**config.mk**
```make
export PLATFORM = sky130hd
export DESIGN_NAME = gate_occupancy_ctrl
export DESIGN_NICKNAME = d
export VERILOG_FILES = /design/src/rtl/gate_occupancy_ctrl.sv
export SDC_FILE = /design/constraint.sdc
export NUM_CORES = 1
export LEC_CHECK = 0
export CORE_MARGIN = 10
export CORE_UTILIZATION = 45
export CTS_BUF_LIST = sky130_fd_sc_hd__clkbuf_4 sky130_fd_sc_hd__clkbuf_8
export DETAILED_ROUTE_END_ITERATION = 8
export PLACE_DENSITY = 0.67
export REMOVE_ABC_BUFFERS = 1
export SLEW_MARGIN = 5
export SYNTH_ARGS = -nofsm -noshare
export SYNTH_HDL_FRONTEND = slang
export SYNTH_SLANG_ARGS = --single-unit
```
**constraint.sdc**
```tcl
create_clock -name clk -period 2.24 [get_ports clk]
set_input_delay 0.448 -clock clk [delete_from_list [all_inputs] [get_ports clk]]
set_output_delay 0.448 -clock clk [all_outputs]
set_load 0.05 [all_outputs]
```
**src/rtl/gate_occupancy_ctrl.sv**
```systemverilog
// Bounded occupancy counter with timed entry/exit gate pulses; strobes that cannot be served pulse reject_o.
// Latency: one cycle from strobe to count/flags/gate/reject update; gate held for GATE_CYCLES cycles.
// Backpressure: none; strobes arriving while a gate is open are refused, never queued.
module gate_occupancy_ctrl #(
    parameter int CAPACITY    = 9,
    parameter int CNT_W       = 4,
    parameter int GATE_CYCLES = 100,
    parameter int TMR_W       = 16
) (
    input  logic             clk,
    input  logic             rst_n,
    input  logic             entry_i,
    input  logic             exit_i,
    output logic [CNT_W-1:0] count_o,
    output logic             full_o,
    output logic             empty_o,
    output logic             gate_in_o,
    output logic             gate_out_o,
    output logic             busy_o,
    output logic             reject_o
);

    typedef enum logic [1:0] {
        IDLE     = 2'd0,
        IN_OPEN  = 2'd1,
        OUT_OPEN = 2'd2
    } state_t;

    localparam logic [CNT_W-1:0] CAP      = CNT_W'(CAPACITY);
    localparam logic [TMR_W-1:0] TMR_LOAD = TMR_W'(GATE_CYCLES - 1);

    state_t             state_q, state_d;
    logic [CNT_W-1:0]   cnt_q, cnt_d;
    logic [TMR_W-1:0]   tmr_q, tmr_d;
    logic               full_q, full_d;
    logic               empty_q, empty_d;
    logic               gate_in_q, gate_in_d;
    logic               gate_out_q, gate_out_d;
    logic               reject_q, reject_d;

    always_comb begin
        state_d    = state_q;
        cnt_d      = cnt_q;
        tmr_d      = tmr_q;
        gate_in_d  = gate_in_q;
        gate_out_d = gate_out_q;
        reject_d   = 1'b0;

        case (state_q)
            IDLE: begin
                // Simultaneous entry and exit cancel out: no branch taken.
                if (entry_i && !exit_i) begin
                    if (cnt_q < CAP) begin
                        cnt_d     = cnt_q + 1'b1;
                        tmr_d     = TMR_LOAD;
                        state_d   = IN_OPEN;
                        gate_in_d = 1'b1;
                    end else begin
                        reject_d = 1'b1;
                    end
                end else if (exit_i && !entry_i) begin
                    if (cnt_q != '0) begin
                        cnt_d      = cnt_q - 1'b1;
                        tmr_d      = TMR_LOAD;
                        state_d    = OUT_OPEN;
                        gate_out_d = 1'b1;
                    end else begin
                        reject_d = 1'b1;
                    end
                end
            end
            IN_OPEN, OUT_OPEN: begin
                reject_d = entry_i | exit_i;
                if (tmr_q == '0) begin
                    state_d    = IDLE;
                    gate_in_d  = 1'b0;
                    gate_out_d = 1'b0;
                end else begin
                    tmr_d = tmr_q - 1'b1;
                end
            end
            default: begin
                state_d    = IDLE;
                gate_in_d  = 1'b0;
                gate_out_d = 1'b0;
            end
        endcase

        // Flags follow the next-state count so they line up with count_o.
        full_d  = (cnt_d == CAP);
        empty_d = (cnt_d == '0);
    end

    always_ff @(posedge clk or negedge rst_n) begin
        if (!rst_n) begin
            state_q    <= IDLE;
            cnt_q      <= '0;
            tmr_q      <= '0;
            full_q     <= 1'b0;
            empty_q    <= 1'b1;
            gate_in_q  <= 1'b0;
            gate_out_q <= 1'b0;
            reject_q   <= 1'b0;
        end else begin
            state_q    <= state_d;
            cnt_q      <= cnt_d;
            tmr_q      <= tmr_d;
            full_q     <= full_d;
            empty_q    <= empty_d;
            gate_in_q  <= gate_in_d;
            gate_out_q <= gate_out_d;
            reject_q   <= reject_d;
        end
    end

    assign count_o    = cnt_q;
    assign full_o     = full_q;
    assign empty_o    = empty_q;
    assign gate_in_o  = gate_in_q;
    assign gate_out_o = gate_out_q;
    assign busy_o     = (state_q != IDLE);
    assign reject_o   = reject_q;

endmodule

```
==> out/metrics.yaml <==
outcome:
  status: "finished, final reports clean"
worst_setup_path:
  crit_path_top_delay_cell: "dfrtp_1"
  cp_max_fo: 3
  criticalPathCategory: "reg2reg"
  crit_path_end_kind: "register"
  worst_path_largest_cell_delay_ns: 0.40
  critPathBufInv: 2
  cp_cell_sequence: "inv_2 -> ha_4 -> or3b_4 -> or3_4 -> buf_6 -> nor4_4 -> nand2b_4 -> a31oi_1"
  crit_family: "simple AND/OR/NAND/NOR gates"
  critPathArrivalTime_ns: 2.33
  start_kind: "register"
  cp.required_ns: 2.39
synth:
  synthTopCellsByCount: "dfrtp_1 (26), nand2_1 (17), nor2_1 (12), inv_1 (11), a21oi_1 (10)"
  yosysMostFrequentCell: "dfrtp_1"
  yosysSeqAreaShare: 0.3810
  netlist_area_sq_mm: 0.001777
  synthCells: 191
  ys_seq_elements: 27
  synth.area.top_cells: "dfrtp_1 (37%), ha_1 (6.3%), nand2_1 (3.6%), a2111oi_4 (3.1%), a21oi_1 (2.8%)"
  synth_top_area_frac: 0.3662
  yosys.cell_types.count: 54
  synth_edf_count: 0
  synth.avg_cell_area_sq_um: 9.302
  synth_largest_area_cell: "dfrtp_1"
  async_reset_ff_frac: 1.000
  synthFlopType: "dfrtp_1"
  yosys_warnings: 0
power:
  p_clk_frac: 0.093
  power_density_mw_per_mm2: 1234
  p_int_w: 0.001589
  sw_frac_of_total: 0.4772
  p_sw_w: 0.001450
  ir_worst_vdd_v: 0.0008547
  power_frac_seq: 0.232
  leakagePower_nw: 1.036
  p_comb_frac: 0.675
worst_hold_path:
  hp-class: "reg2reg"
global_route:
  overflow: 0
  gr-usage-all-layers: 0.1339
  grt_max_degree: 28
  grt_pass1_vias: 1635
  antenna_found_initial: 0
  grt_pass1_wl_microns: 8017
floorplanning:
  design.core.area_sq_mm: 0.003744
  placementRows: 22
  die_w_microns: 82.84
  fp.dieArea_sq_mm: 0.006862
  initial_core_util: 0.4746
  die_h_microns: 82.84
  io_pins: 14
sta:
  tightestPinTransition_ns: 0.5779
  drv_slew: 0
  hold_viol: 0
  slew_headroom: 0.6118
  finalSetupViolCount: 0
  period_share: 0.9728
  fin_setup_tns_ns: 0
  clock_skew_ns: 0.004981
  max_freq_mhz: 458.9
  period_needed_ns: 2.179
  rsz0062_at_grt: "true"
place:
  hpwl_microns: 3451
  placed_cell_area_sq_mm: 0.002243
  gp_congestion: 0.8697
  portBuffers: 13
routing:
  routed_wl_microns: 4597
  viasPerCell: 5.766
  postRouteAntennaNets: 0
  wl_per_cell_microns: 15.80
  vias: 1678
  dr.pass1.iters: 4
  drt_iter0_markers: 120
  post-route-drc-count: 0
cells_and_area:
  syn_to_final_growth_pct: 38.66
  post_route_cells_drive_above_1_share: 0.3539
  final_nets: 257
  diodes: 0
  fin_area_sq_mm: 0.002464
cts:
  ctsRootBufferMaster: "clkbuf_8"
  cts_hold_buf: 0
  htree_levels: 1
  clk_latency_ns: 0.28
  numCtsBuffers: 3
  clockBufferDepth: 2
  cts_tree: "done"
  cts.sink_count: 27
  clk_pin_slew_ns: 0.09
job:
  drv_cap: 0
## layout by cell type (no fill, tap or decap), drive strengths merged, types with 3 or more instances in the layout
| cell type | netlist | routed |
|---|---|---|
| a21oi | 10 | 10 |
| nor3 | 7 | 7 |
| nand3 | 8 | 8 |
| or4 | 5 | 5 |
| or3 | 5 | 5 |
| o21ai | 8 | 8 |
| clkdlybuf4s50 | 0 | 9 |
| a2111oi | 3 | 3 |
| dfrtp | 26 | 26 |
| o211ai | 5 | 5 |
| a31oi | 3 | 3 |
| nand2b | 5 | 5 |
| o31ai | 4 | 4 |
| nand2 | 17 | 17 |
| mux2i | 3 | 3 |
| nor2b | 3 | 3 |
| inv | 11 | 11 |
| ha | 9 | 9 |
| nor4 | 4 | 4 |
| xnor2 | 5 | 5 |
| buf | 3 | 43 |
| nor2 | 12 | 12 |
| clkbuf | 4 | 3 |
## power by group through the flow
stage	Sequential [W]	Combinational [W]	Clock, W
final	0.000706	0.00205	0.000282
after global routing	0.000727	0.00222	0.000308
after CTS	0.000701	0.00194	0.000294
after detailed placement	0.000708	0.00185	0
after global placement	0.000705	0.00181	0
after floorplan	0.000982	0.000835	0
## flip-flops by register name, summed over array words and instances, names as in the netlist
signal / flops
count_o: 4
state_q: 2
reject_o: 1
full_o: 1
gate_in_o: 1
empty_o: 1
tmr_q: 16
gate_out_o: 1
## final cells by class
type / count / area, sq um
Inverter: 12 / 45.04
Timing Repair Buffer: 55 / 446.7
Tap cell: 48 / 60.06
Sequential cell: 27 / 676.9
Fill cell: 329 / 1280
Clock inverter: 1 / 5.005
Clock buffer: 3 / 41.29
Multi-Input combinational cell: 145 / 1189
## final timing paths
check	start	end	slack (ns)	depth (start not counted)
min in group asynchronous	rst_n	gate_out_o$_DFFE_PN0P_	0.53	2
max in group asynchronous	rst_n	empty_o$_DFF_PN1_	1.41	2
hold reg to reg	gate_out_o$_DFFE_PN0P_	gate_out_o$_DFFE_PN0P_	0.50	1
setup / recovery	tmr_q[0]$_DFFE_PN0P_	tmr_q[14]$_DFFE_PN0P_	0.06	8
hold / removal	gate_out_o$_DFFE_PN0P_	gate_out_o$_DFFE_PN0P_	0.50	1
setup reg to reg	tmr_q[0]$_DFFE_PN0P_	tmr_q[14]$_DFFE_PN0P_	0.06	8
## metal layers
layer,track usage,part of all wire,vias up
met5,0,0,-
met4,0.04308,0.011,0
met3,0.01855,0.047,5
met2,0.2081,0.48,33
met1,0.1841,0.46,813
li1,-,-,827
## per-stage QoR
step                      utilization  power [W]  setup slack [ns]  hold WS, ns  std cells
after floorplan                     -   0.001818           -0.3467       0.1524        184
after global placement         0.5993   0.002510           -0.5062       0.4733        286
after detailed placement       0.5993   0.002557           -0.5829       0.4900        286
after CTS                      0.6397   0.002933          0.002114       0.5115        291
after global routing           0.6581   0.003260          -0.05489       0.5268        291
final                          0.6581   0.003039           0.06086       0.5017        291
## worst reg2reg max path: stages, from the launching register on
cell      delay (ns)
dfrtp_1         0.40
inv_2           0.09
ha_4            0.14
or3b_4          0.37
or3_4           0.40
buf_6           0.13
nor4_4          0.27
nand2b_4        0.17
a31oi_1         0.08
## kinds of logic after synthesis
group / after synthesis / synth area share
AND/OR/NAND/NOR: 78 / 0.2479
buffers and inverters: 19 / 0.04154
AO/OA/AOI/OAI: 50 / 0.2247
multiplexers: 3 / 0.01690
flip-flops: 27 / 0.3810
adder cells (fa/ha/maj): 9 / 0.06338
XOR/XNOR: 5 / 0.02465
## what timing repair did
action	CTS	global route
setup endpoints to repair	21	15
resized for setup	21	15
hold endpoints to repair	0	0
pin swaps	11	7
buffers inserted	1	0
Power figures use the tool's default switching activity.
==> RTL edit (same flow settings) <==
Put one more register stage on the output `count_o`, with the module's reset. The value now appears one clock later. The other outputs are not delayed to match.
--- a/src/rtl/gate_occupancy_ctrl.sv
+++ b/src/rtl/gate_occupancy_ctrl.sv
@@ -114,5 +114,11 @@
     end
 
-    assign count_o    = cnt_q;
+    always_ff @(posedge clk or negedge rst_n) begin
+        if (!rst_n) begin
+            count_o <= '0;
+        end else begin
+            count_o <= cnt_q;
+        end
+    end
     assign full_o     = full_q;
     assign empty_o    = empty_q;
Function: changed (a bounded check fails within 4 cycles, from zero or initial values and one cycle with rst_n low).
==> RTL edit against the original RTL <==
- non-clock buffer count shrank 15
- synthesized area grew 1.6%
- setup slack gained 0.027 ns
- sequential share of layout area grew 5.6 points
- worst hold slack lost 0.0093 ns
- power grew 4.7%
- die area grew 1.2%
- wire length shrank 6.9%
- utilization shrank 3.6 points
- final cell count shrank 5.8%
- cell area shrank 4.8%
- sequential cell count grew 4
- first-iteration DRC count shrank 13%
==> RTL edit: results (changes against the original RTL) <==
## Place
* dpl hpwl: 3265 um, -5.4%
* weighted congestion reported at the end of routability-driven placement: 0.8585, -1.3%

## GRT
* pin count of the biggest net entering global routing: 32, +14%
* GRT Resource Usage Total: 12.68%, -0.70 points
* Global Route met3 Usage: 4.102%, +2.2 points
* global routing met2 resource utilization: 20.25%, -0.56 points
* via count of the first global-routing pass: 1588, -2.9%
* global-route wire length before repair: 7486 um, -6.6%

## Cells and area
* number of nets in the layout: 238, -7.4%
* share of layout cells above drive strength 1: 25.66%, -9.7 points

## Critical path
* Arrival @ worst endpoint: 2.36 ns, +0.03 ns
* worst reg-to-reg setup slack: 0.09 ns, +0.03 ns
* worst reg2reg endpoint: tmr_q[12]$_DFFE_PN0P_
* number of cells traversed by the worst register-to-register path: 5, -3
* Critical R2R Launch: tmr_q[4]$_DFFE_PN0P_
* largest fanout on the critical path: 6, +3

## Route
* Iter 0 DRT Violations: 105, -13%
* ratio of routed vias to standard cells: 5.839, +1.3%
* WL/cell: 15.62 um, -1.1%

## Logic synthesis
* largest cells by area after synthesis: dfrtp_1 42%, ha_1 6.2%, o21ai_0 4.2%
* sequential cell area fraction in the yosys report: 43.04%, +4.9 points
* top cell types by occurrence after synthesis: 30 x dfrtp_1, 16 x inv_1, 15 x o21ai_0, 10 x nor2_1

## Clock tree
* CTS buffer count: 5, +2
* clock slew seen by the registers of the worst setup and hold paths: 0.06 ns, -0.03 ns
* number of H-tree branching levels: 2, +1

## Timing
* slew at the pin with the worst max-slew slack: 0.5145 ns, -0.06344 ns
* worst clock skew on the final layout: 0.006279 ns, +0.001299 ns

## Min path
* startpoint of the lowest-slack hold path: gate_in_o$_DFFE_PN0P_
* endpoint with the worst hold slack: gate_in_o$_DFFE_PN0P_

## Power
* leakage component of the power: 0.9891 nW, -4.5%

## Status
* outcome: completed

## RTL edit: cell count changes in the layout (fill, tap and decap cells not counted), sizes merged, moves of 4 or more
cell	change
clkbuf	+4
dfrtp	+4
inv	+5
nand2	-8
or3	+4
buf	-15
o21ai	+8
## RTL edit: area by class of cell
type / count / area (um^2)
Clock buffer: 7 / 90.09
Inverter: 16 / 60.06
Fill cell: 312 / 1425
Multi-Input combinational cell: 131 / 1011
Tap cell: 48 / 60.06
Clock inverter: 1 / 5.005
Sequential cell: 31 / 777.0
Timing Repair Buffer: 40 / 342.8
## RTL edit: worst max-delay path by stage
stage | startpoint | endpoint | slack, ns
6_report | tmr_q[4]$_DFFE_PN0P_ | tmr_q[12]$_DFFE_PN0P_ | 0.09
5_1_grt | exit_i | tmr_q[14]$_DFFE_PN0P_ | -0.001
4_1_cts | state_q[0]$_DFFE_PN0P_ | tmr_q[8]$_DFFE_PN0P_ | -0.03
3_5_place_dp | exit_i | empty_o$_DFF_PN1_ | -0.28
3_3_place_gp | exit_i | tmr_q[5]$_DFFE_PN0P_ | -0.18
2_1_floorplan | cnt_q[1]$_DFF_PN0_ | tmr_q[5]$_DFFE_PN0P_ | 0.11
## RTL edit: cells by family (layout without fill, tap and decap cells)
kind of cell	after synthesis	after routing	synth area share, %
mux	3	3	1.733
compound gates	49	49	20.17
simple gates	68	68	23.15
flops	31	31	43.04
fa+ha+maj	9	9	6.237
buf+inv	20	64	4.712
xor+xnor	2	2	0.9704
## RTL edit: power breakdown
part / internal [mW] / leakage (nW) / switching (mW)
Combinational: 0.768 / 0.547 / 1.14
Clock: 0.260 / 0.0517 / 0.199
Sequential: 0.724 / 0.391 / 0.0898
Total: 1.75 / 0.989 / 1.43
## RTL edit: metal layers
layer,wire length [um],up-vias
met5,0,-
met4,58,0
met3,196,7
met2,2104,34
met1,1920,777
li1,-,782
## RTL edit: per-stage QoR
step	setup TNS [ns]	worst slack (ns)	cells	instance area [um^2]	hold slack, ns
floorplan	0	0.1128	178	1780	0.1524
global placement	-1.691	-0.1797	265	2176	0.4752
detailed placement	-3.224	-0.2761	265	2176	0.4831
CTS	-0.03395	-0.03395	273	2271	0.5022
global route	-0.001257	-0.001257	274	2346	0.5461
finish	0	0.08815	274	2346	0.4924
## RTL edit: what timing repair did
item	in CTS	in global routing
endpoints found under the setup margin	1	12
buffers inserted	0	1
hold buffers	0	0
pin swaps	0	3
gates resized for setup	0	13
## RTL edit: critical path, cell delays in order (launching register included)
cell      delay, ns
dfrtp_1        0.41
or4_4          0.60
nor3_4         0.33
nand4b_1       0.19
or4_1          0.45
nand3_1        0.09
